===== src/rtl/bist_result_display_if.sv =====
// Bundles the result-bus inputs and display outputs of bist_result_display.
// The master side is the BIST/arithmetic core and its observer; the slave side is the display block.
interface bist_result_display_if;
  logic        busy_i;
  logic [12:0] y_i;
  logic [3:0]  an_o;
  logic [6:0]  seg_o;
  logic        valid_o;
  logic        capture_o;

  modport master (
    output busy_i, y_i,
    input  an_o, seg_o, valid_o, capture_o
  );

  modport slave (
    input  busy_i, y_i,
    output an_o, seg_o, valid_o, capture_o
  );
endinterface


===== src/rtl/bist_result_display.sv =====
// Captures the core's 13-bit result on busy falling edge and scans it as four hex digits
// on a multiplexed common-anode 7-segment display (dashes while busy, blank until first capture).
module bist_result_display #(
  parameter int unsigned REFRESH_DIV = 50000
) (
  input logic                   clk_i,
  input logic                   rst_ni,
  bist_result_display_if.slave  bus
);

  typedef enum logic [1:0] {
    MODE_BLANK,
    MODE_DASH,
    MODE_HEX
  } mode_e;

  localparam logic [15:0] RCNT_MAX = 16'(REFRESH_DIV - 1);
  localparam logic [6:0]  SEG_DASH = 7'b0111111;
  localparam logic [6:0]  SEG_OFF  = 7'b1111111;

  logic             busy_q;
  logic [12:0]      result_reg;
  logic             valid_reg;
  logic             capture_reg;
  logic [15:0]      rcnt_reg;
  logic [1:0]       sel_reg;
  logic [3:0]       an_reg;
  logic [6:0]       seg_reg;

  logic             capture_next;
  logic             wrap;
  mode_e            mode_next;
  logic [3:0]       an_next;
  logic [6:0]       seg_next;
  logic [3:0][3:0]  digit;

  genvar gi;
  generate
    for (gi = 0; gi < 3; gi++) begin : g_digit
      assign digit[gi] = result_reg[4*gi+3 -: 4];
    end
  endgenerate
  assign digit[3] = {3'b000, result_reg[12]};

  function automatic logic [6:0] hex_glyph(input logic [3:0] v);
    logic [6:0] g;
    case (v)
      4'h0: g = 7'b1000000;
      4'h1: g = 7'b1111001;
      4'h2: g = 7'b0100100;
      4'h3: g = 7'b0110000;
      4'h4: g = 7'b0011001;
      4'h5: g = 7'b0010010;
      4'h6: g = 7'b0000010;
      4'h7: g = 7'b1111000;
      4'h8: g = 7'b0000000;
      4'h9: g = 7'b0010000;
      4'hA: g = 7'b0001000;
      4'hB: g = 7'b0000011;
      4'hC: g = 7'b1000110;
      4'hD: g = 7'b0100001;
      4'hE: g = 7'b0000110;
      default: g = 7'b0001110;
    endcase
    return g;
  endfunction

  // Mode uses the live busy_i so a new run shows dashes without waiting for a digit change.
  always_comb begin
    capture_next = busy_q & ~bus.busy_i;
    wrap         = (rcnt_reg == RCNT_MAX);
    mode_next    = MODE_HEX;
    an_next      = 4'b1111;
    seg_next     = SEG_OFF;

    if (bus.busy_i) begin
      mode_next = MODE_DASH;
    end else if (!valid_reg) begin
      mode_next = MODE_BLANK;
    end

    case (mode_next)
      MODE_DASH: begin
        an_next  = ~(4'b0001 << sel_reg);
        seg_next = SEG_DASH;
      end
      MODE_HEX: begin
        an_next  = ~(4'b0001 << sel_reg);
        seg_next = hex_glyph(digit[sel_reg]);
      end
      default: begin
        an_next  = 4'b1111;
        seg_next = SEG_OFF;
      end
    endcase
  end

  always_ff @(posedge clk_i or negedge rst_ni) begin
    if (!rst_ni) begin
      busy_q      <= 1'b0;
      result_reg  <= '0;
      valid_reg   <= 1'b0;
      capture_reg <= 1'b0;
      rcnt_reg    <= '0;
      sel_reg     <= '0;
      an_reg      <= 4'b1111;
      seg_reg     <= SEG_OFF;
    end else begin
      busy_q      <= bus.busy_i;
      capture_reg <= capture_next;
      if (capture_next) begin
        result_reg <= bus.y_i;
        valid_reg  <= 1'b1;
      end
      if (wrap) begin
        rcnt_reg <= '0;
        sel_reg  <= sel_reg + 2'd1;
      end else begin
        rcnt_reg <= rcnt_reg + 16'd1;
      end
      an_reg  <= an_next;
      seg_reg <= seg_next;
    end
  end

  assign bus.an_o      = an_reg;
  assign bus.seg_o     = seg_reg;
  assign bus.valid_o   = valid_reg;
  assign bus.capture_o = capture_reg;

endmodule


===== src/flat_wrapper.sv =====
// flat-port wrapper written by rule: the top's interface ports become plain ports
module bist_result_display_flat 
#(
  parameter int unsigned REFRESH_DIV = 50000
)
  (clk_i, rst_ni, bus_busy_i, bus_y_i, bus_an_o, bus_seg_o, bus_valid_o, bus_capture_o);
  bist_result_display_if bus_i ();
  input logic clk_i;
  input logic rst_ni;
  input wire logic [$bits(bus_i.busy_i)-1:0] bus_busy_i;
  input wire logic [$bits(bus_i.y_i)-1:0] bus_y_i;
  output wire logic [$bits(bus_i.an_o)-1:0] bus_an_o;
  output wire logic [$bits(bus_i.seg_o)-1:0] bus_seg_o;
  output wire logic [$bits(bus_i.valid_o)-1:0] bus_valid_o;
  output wire logic [$bits(bus_i.capture_o)-1:0] bus_capture_o;
  assign bus_i.busy_i = bus_busy_i;
  assign bus_i.y_i = bus_y_i;
  assign bus_an_o = bus_i.an_o;
  assign bus_seg_o = bus_i.seg_o;
  assign bus_valid_o = bus_i.valid_o;
  assign bus_capture_o = bus_i.capture_o;
  bist_result_display #(.REFRESH_DIV(REFRESH_DIV)) u_core (.clk_i(clk_i), .rst_ni(rst_ni), .bus(bus_i));
endmodule

===== config.mk =====
export PLATFORM = sky130hd
export DESIGN_NAME = bist_result_display_flat
export DESIGN_NICKNAME = d
export VERILOG_FILES = /design/src/rtl/bist_result_display_if.sv /design/src/rtl/bist_result_display.sv /design/src/flat_wrapper.sv
export SDC_FILE = /design/constraint.sdc
export NUM_CORES = 1
export LEC_CHECK = 0
export ABC_AREA = 1
export CAP_MARGIN = 30
export CELL_PAD_IN_SITES_DETAIL_PLACEMENT = 1
export CELL_PAD_IN_SITES_GLOBAL_PLACEMENT = 1
export CORE_UTILIZATION = 40
export DETAILED_ROUTE_END_ITERATION = 10
export PLACE_DENSITY = 0.75
export REMOVE_ABC_BUFFERS = 1
export SYNTH_ARGS = -nofsm -noshare
export SYNTH_HDL_FRONTEND = slang
export SYNTH_SLANG_ARGS = --single-unit

===== constraint.sdc =====
create_clock -name clk_i -period 1.8 [get_ports clk_i]
set_input_delay 0.54 -clock clk_i [delete_from_list [all_inputs] [get_ports clk_i]]
set_output_delay 0.54 -clock clk_i [all_outputs]
set_load 0.03 [all_outputs]

==> flow_metrics.py, run 1 <==
metrics = {
    "setup_path": {
        "crit_fanout": 1,
        "max_stage_delay_ns": 0.52,
        "rr_worst_depth": 9,
        "cp.arrival_ns": 1.21,
        "crit_type": "flip-flop to primary output",
        "reg2reg_to": "u_core.bus.seg_o[6]",
        "required_ns": 1.26,
        "end_kind": "primary output",
        "crit_path_cell_trace": "dlygate4sd2_1",
        "crit_slowest_cell": "dfstp_2",
        "crit_buf_inv": 1,
        "rrSetupSlack_ns": 0.19,
        "worstReg2RegStart": "u_core.sel_reg[1]",
        "path_delay_family": "flip-flops",
        "critPathLaunchType": "flip-flop",
    },
    "worst_hold_path": {
        "hold_path_class": "input pin to async pin",
    },
    "pwr": {
        "power_leakage_nw": 1.388,
        "irDropWorstVdd_mv": 0.3891,
        "p_per_area_nw_per_um2": 755.5,
    },
    "placement": {
        "place_congestion": 0.7895,
        "io_buffers": 28,
        "postPlaceCellArea_sq_um": 2691,
        "hpwl_microns": 3482,
        "placed_cells": 376,
    },
    "timing": {
        "tightest_slew_ns": 0.4533,
        "timing.slew.headroom": 0.6978,
        "period_share": 0.9713,
        "final_hold_viol_count": 0,
        "rsz0062_at_grt": "no",
        "fmax_mhz": 572.0,
        "finalMaxSlewViolations": 0,
        "skew_ns": 0.004029,
        "post-route-min-period_ns": 1.748,
        "finalSetupViolations": 0,
    },
    "synth": {
        "ys_seq_area_frac": 0.5019,
        "yosys_warnings": 0,
        "synthArstFlopShare": 1.000,
        "synth.distinct_cells": 28,
        "synth_top_family_by_area": "simple AND/OR/NAND/NOR gates",
        "synth_edf_count": 0,
        "synth_simple_gate_area_frac": 0.2937,
        "synth_xor_area_frac": 0.03471,
        "synth_flop_cell": "dfrtp_1",
        "synth_seq_cells": 45,
        "synthAdderAreaFrac": 0.06612,
        "synth_area_sq_um": 2271,
        "syn_avg_cell_area_sq_um": 8.442,
        "synth_compound_area_frac": 0.04077,
        "muxShareOfSynthArea": 0,
        "netlist_instances": 269,
    },
    "clocking": {
        "clockBufferDepth": 2,
        "cts_made_buffers": 5,
        "cts_tree": "done",
        "clkSlewWorstSetupHoldPaths_ns": 0.09,
        "clockRootBuffer": "clkbuf_8",
        "clock_latency_ns": 0.30,
        "cts.hold.buffers_added": 0,
        "htree_levels": 2,
        "cts.sinks": 45,
    },
    "drt": {
        "drc_errors": 0,
        "drt_iter0_drc": 60,
        "dr_total_vias": 1769,
        "viasPerCell": 4.595,
        "wirelength_microns": 4625,
        "wl_per_cell_microns": 12.01,
        "dr.pass1.iters": 4,
        "ant_nets": 0,
    },
    "finish": {
        "fin_area_sq_um": 2781,
        "final_net_count": 340,
        "n_antenna_cell": 0,
        "stdcell_count": 385,
        "largest_reg_flops": 16,
        "syn_to_final_growth_pct": 22.48,
        "final_layout_size_suffix_gt1_frac": 0.1789,
        "final_common_cell": "nand2_1",
        "final_util": 0.5082,
        "most-common-layout-cells": "nand2_1 (88), dfrtp_1 (32), inv_1 (27)",
        "nFillCells": 685,
    },
    "die": {
        "rows": 27,
        "fp.dieW_microns": 77.35,
        "coreArea_sq_um": 5473,
        "io-pin-count": 29,
        "die-area_sq_um": 5982,
        "initial_core_util": 0.4150,
        "die_h_microns": 77.35,
    },
    "run_status": {
        "status": "complete, no violations",
    },
    "grt": {
        "grt_use_total": 0.1785,
        "grt_pass1_wl_microns": 8404,
        "first_global_vias": 1806,
        "grt_max_degree": 22,
        "antenna_found_initial": 0,
        "overflow": 0,
    },
    "run": {
        "maxCapViolCount": 0,
    },
}
-- cells by family after synthesis --
family	Yosys count
flip-flops	45
AND/OR/NAND/NOR	153
XOR/XNOR	9
buffers and inverters	35
AO/OA/AOI/OAI	15
adder cells (fa/ha/maj)	12
-- stage by stage --
| step | setup TNS (ns) | hold WS (ns) | power, mW | setup WS [ns] |
|---|---|---|---|---|
| finish | 0 | 0.1739 | 2.101 | 0.05171 |
| global route | 0 | 0.1919 | 2.215 | 0.01535 |
| CTS | 0 | 0.1825 | 2.127 | 0.03568 |
| detailed placement | -0.01316 | 0.4668 | 1.511 | -0.01067 |
| global placement | 0 | 0.4684 | 1.502 | 0.03857 |
| floorplan | 0 | 0.2444 | 1.350 | 0.1751 |
-- worst max-delay path by stage --
stage,startpoint,endpoint,slack (ns),depth (start not counted)
5_1_grt,u_core.bus.an_o[1],bus_an_o[1],0.02,1
2_1_floorplan,u_core.sel_reg[0],u_core.bus.seg_o[0],0.18,10
3_3_place_gp,bus_busy_i,u_core.result_reg[1],0.04,5
4_1_cts,u_core.bus.seg_o[5],bus_seg_o[5],0.04,1
6_report,u_core.bus.seg_o[5],bus_seg_o[5],0.05,1
3_5_place_dp,bus_busy_i,u_core.result_reg[1],-0.01,5
-- cell usage after synthesis (4+ instances only) --
| library cell | count | area, sq um |
|---|---|---|
| o21ai_0 | 6 | 30.03 |
| xor2_1 | 9 | 78.83 |
| dfrtp_1 | 34 | 850.8 |
| nand2_1 | 88 | 330.3 |
| nor2_1 | 24 | 90.09 |
| nand4_1 | 4 | 25.02 |
| dfstp_2 | 11 | 289.0 |
| a21oi_1 | 4 | 20.02 |
| ha_1 | 12 | 150.1 |
| nand2_2 | 6 | 37.54 |
| inv_1 | 28 | 105.1 |
| nand3_1 | 20 | 100.1 |
-- layout make-up --
cell class,instances,area [sq um],area share
inverters,32,122.6,0.04408
clock buffers,5,68.82,0.02474
flip-flops and latches,45,1142,0.4107
multi-input cells,189,998.5,0.3590
clock inverters,3,17.52,0.006298
well taps,72,90.09,0.03239
repair buffers,39,341.6,0.1228
-- repair_timing --
item,CTS,global route
endpoints found under the setup margin,13,5
buffers inserted,0,1
resized for setup,13,6
-- report_power, final --
part           switching (mW)  total, mW  internal [mW]
clock network           0.356      0.624          0.268
logic                   0.230      0.369          0.139
registers              0.0226       1.11           1.09
-- routing by layer --
metal,up-vias,GRT usage,wire [microns]
li1,913,-,-
met1,821,0.2405,2313
met2,30,0.2788,2098
met3,5,0.04588,146
met4,0,0.06038,66
met5,-,0,0
(Power assumes the default switching activity.)
==> run 2, diff against run 1 <==
- CTS_BUF_LIST: default -> sky130_fd_sc_hd__clkbuf_4 sky130_fd_sc_hd__clkbuf_8
==> results of run 2 <==
Same layout as run 1: the final DEF is identical, and so are final timing and power.
==> run 3, diff against run 2 <==
- clock period: 1.8 -> 1.65 ns (I/O delays scaled with it)
==> flow_metrics.py, run 3 (synthesis gave the netlist of run 1 again) <==
metrics = {
    "setup_path": {
        "required_ns": 1.15,
        "cp.depth": 1,
        "crit_fanout": 2,
        "path_delay_family": "buffers and inverters",
        "max_stage_delay_ns": 0.40,
        "crit_path_cell_trace": "dlygate4sd2_1",
        "crit_end": "bus_valid_o",
        "reg2reg_to": "u_core.bus.seg_o[3]",
        "crit_slowest_cell": "dlygate4sd2_1",
        "rr_worst_depth": 11,
        "end_kind": "primary output",
        "crit_buf_inv": 1,
        "critPathLaunchType": "flip-flop",
        "cp.arrival_ns": 1.05,
        "crit_type": "flip-flop to primary output",
        "timing.critical_path.from": "u_core.bus.valid_o",
        "rrSetupSlack_ns": 0.12,
        "worstReg2RegStart": "u_core.sel_reg[0]",
    },
    "grt": {
        "first_global_vias": 1906,
        "grt_max_degree": 31,
        "antenna_found_initial": 0,
        "overflow": 0,
        "grt_pass1_wl_microns": 8707,
        "grt_use_total": 0.1864,
    },
    "pwr": {
        "netSwitchingFraction": 0.2735,
        "pwr-share-comb": 0.182,
        "p_clk_frac": 0.301,
        "power_frac_seq": 0.517,
        "switchingPower_mw": 0.6414,
        "irDropWorstVdd_mv": 0.4307,
        "total_power_mw": 2.345,
        "intPower_mw": 1.704,
        "p_per_area_nw_per_um2": 826.7,
        "power_leakage_nw": 1.418,
    },
    "die": {
        "coreArea_sq_um": 5473,
        "die-area_sq_um": 5982,
        "fp.dieW_microns": 77.35,
        "rows": 27,
        "die_h_microns": 77.35,
        "initial_core_util": 0.4150,
        "io-pin-count": 29,
    },
    "clocking": {
        "clockBufferDepth": 2,
        "cts.hold.buffers_added": 0,
        "cts.sinks": 45,
        "cts_tree": "done",
        "clkSlewWorstSetupHoldPaths_ns": 0.08,
        "htree_levels": 2,
        "cts_made_buffers": 5,
        "clock_latency_ns": 0.30,
        "cts_setup_buffers": 0,
        "clockRootBuffer": "clkbuf_8",
    },
    "run_status": {
        "status": "complete, no violations",
    },
    "timing": {
        "period_share": 0.9369,
        "setup_slack_ns": 0.1041,
        "fmax_mhz": 646.9,
        "rsz0062_at_grt": "no",
        "fin_hold_ws_ns": 0.1254,
        "post-route-min-period_ns": 1.546,
        "timing.slew.headroom": 0.7050,
        "skew_ns": 0.005041,
        "finalMaxSlewViolations": 0,
        "final_hold_viol_count": 0,
        "tightest_slew_ns": 0.4420,
        "fin_setup_tns_ns": 0,
        "finalSetupViolations": 0,
    },
    "placement": {
        "io_buffers": 28,
        "hpwl_microns": 3654,
        "place_congestion": 0.7517,
        "post-place-ws_ns": -0.09099,
    },
    "drt": {
        "dr_total_vias": 1821,
        "ant_nets": 0,
        "drt_iter0_drc": 69,
        "viasPerCell": 4.693,
        "wirelength_microns": 4759,
        "wl_per_cell_microns": 12.27,
        "dr.pass1.iters": 4,
        "drc_errors": 0,
    },
    "run": {
        "maxCapViolCount": 0,
    },
    "finish": {
        "final_common_cell": "nand2_1",
        "final_net_count": 343,
        "syn_to_final_growth_pct": 24.90,
        "most-common-layout-cells": "nand2_1 (86), dfrtp_1 (31), inv_1 (26)",
        "n_antenna_cell": 0,
        "final_layout_size_suffix_gt1_frac": 0.2405,
        "largest_reg_flops": 16,
    },
    "worst_hold_path": {
        "hold_path_class": "input pin to async pin",
    },
}
==> run 3: layout make-up <==
cell class	count	area, sq um
clock buffers	8	91.34
flip-flops and latches	45	1144
well taps	72	90.09
repair buffers	42	362.8
inverters	32	122.6
multi-input cells	189	1026
fillers	674	2636
==> run 3: power groups by stage <==
stage,clock network (mW),registers (mW),logic (mW)
CTS,0.726,1.21,0.418
global route,0.775,1.22,0.485
detailed placement,0,1.23,0.417
finish,0.707,1.21,0.426
global placement,0,1.23,0.405
floorplan,0,1.28,0.189
==> run 3: worst min path at each step <==
stage / depth (start not counted) / start / slack [ns] / to
2_1_floorplan: 0 / rst_ni / 0.20 / u_core.bus.capture_o
4_1_cts: 1 / rst_ni / 0.13 / u_core.result_reg[8]
3_5_place_dp: 1 / rst_ni / 0.46 / u_core.result_reg[10]
5_1_grt: 1 / rst_ni / 0.13 / u_core.result_reg[9]
6_report: 1 / rst_ni / 0.13 / u_core.result_reg[10]
3_3_place_gp: 1 / rst_ni / 0.44 / u_core.result_reg[10]
==> run 3: timing repair <==
action / CTS / global route
pin swaps: 0 / 2
setup endpoints to repair: 2 / 14
gates resized for setup: 2 / 15
==> run 3: through the flow <==
step,utilization,cells,cell area (sq um)
floorplan,-,266,2251
global placement,0.4945,380,2706
detailed placement,0.4945,380,2706
CTS,0.5107,388,2795
global route,0.5183,388,2836
finish,0.5183,388,2836
==> run 3: per-layer routing <==
metal,track usage,vias to the layer above,routed length (microns)
li1,-,922,-
met1,0.2481,862,2383
met2,0.2929,31,2132
met3,0.04588,6,172
met4,0.06981,0,70
met5,0,-,0
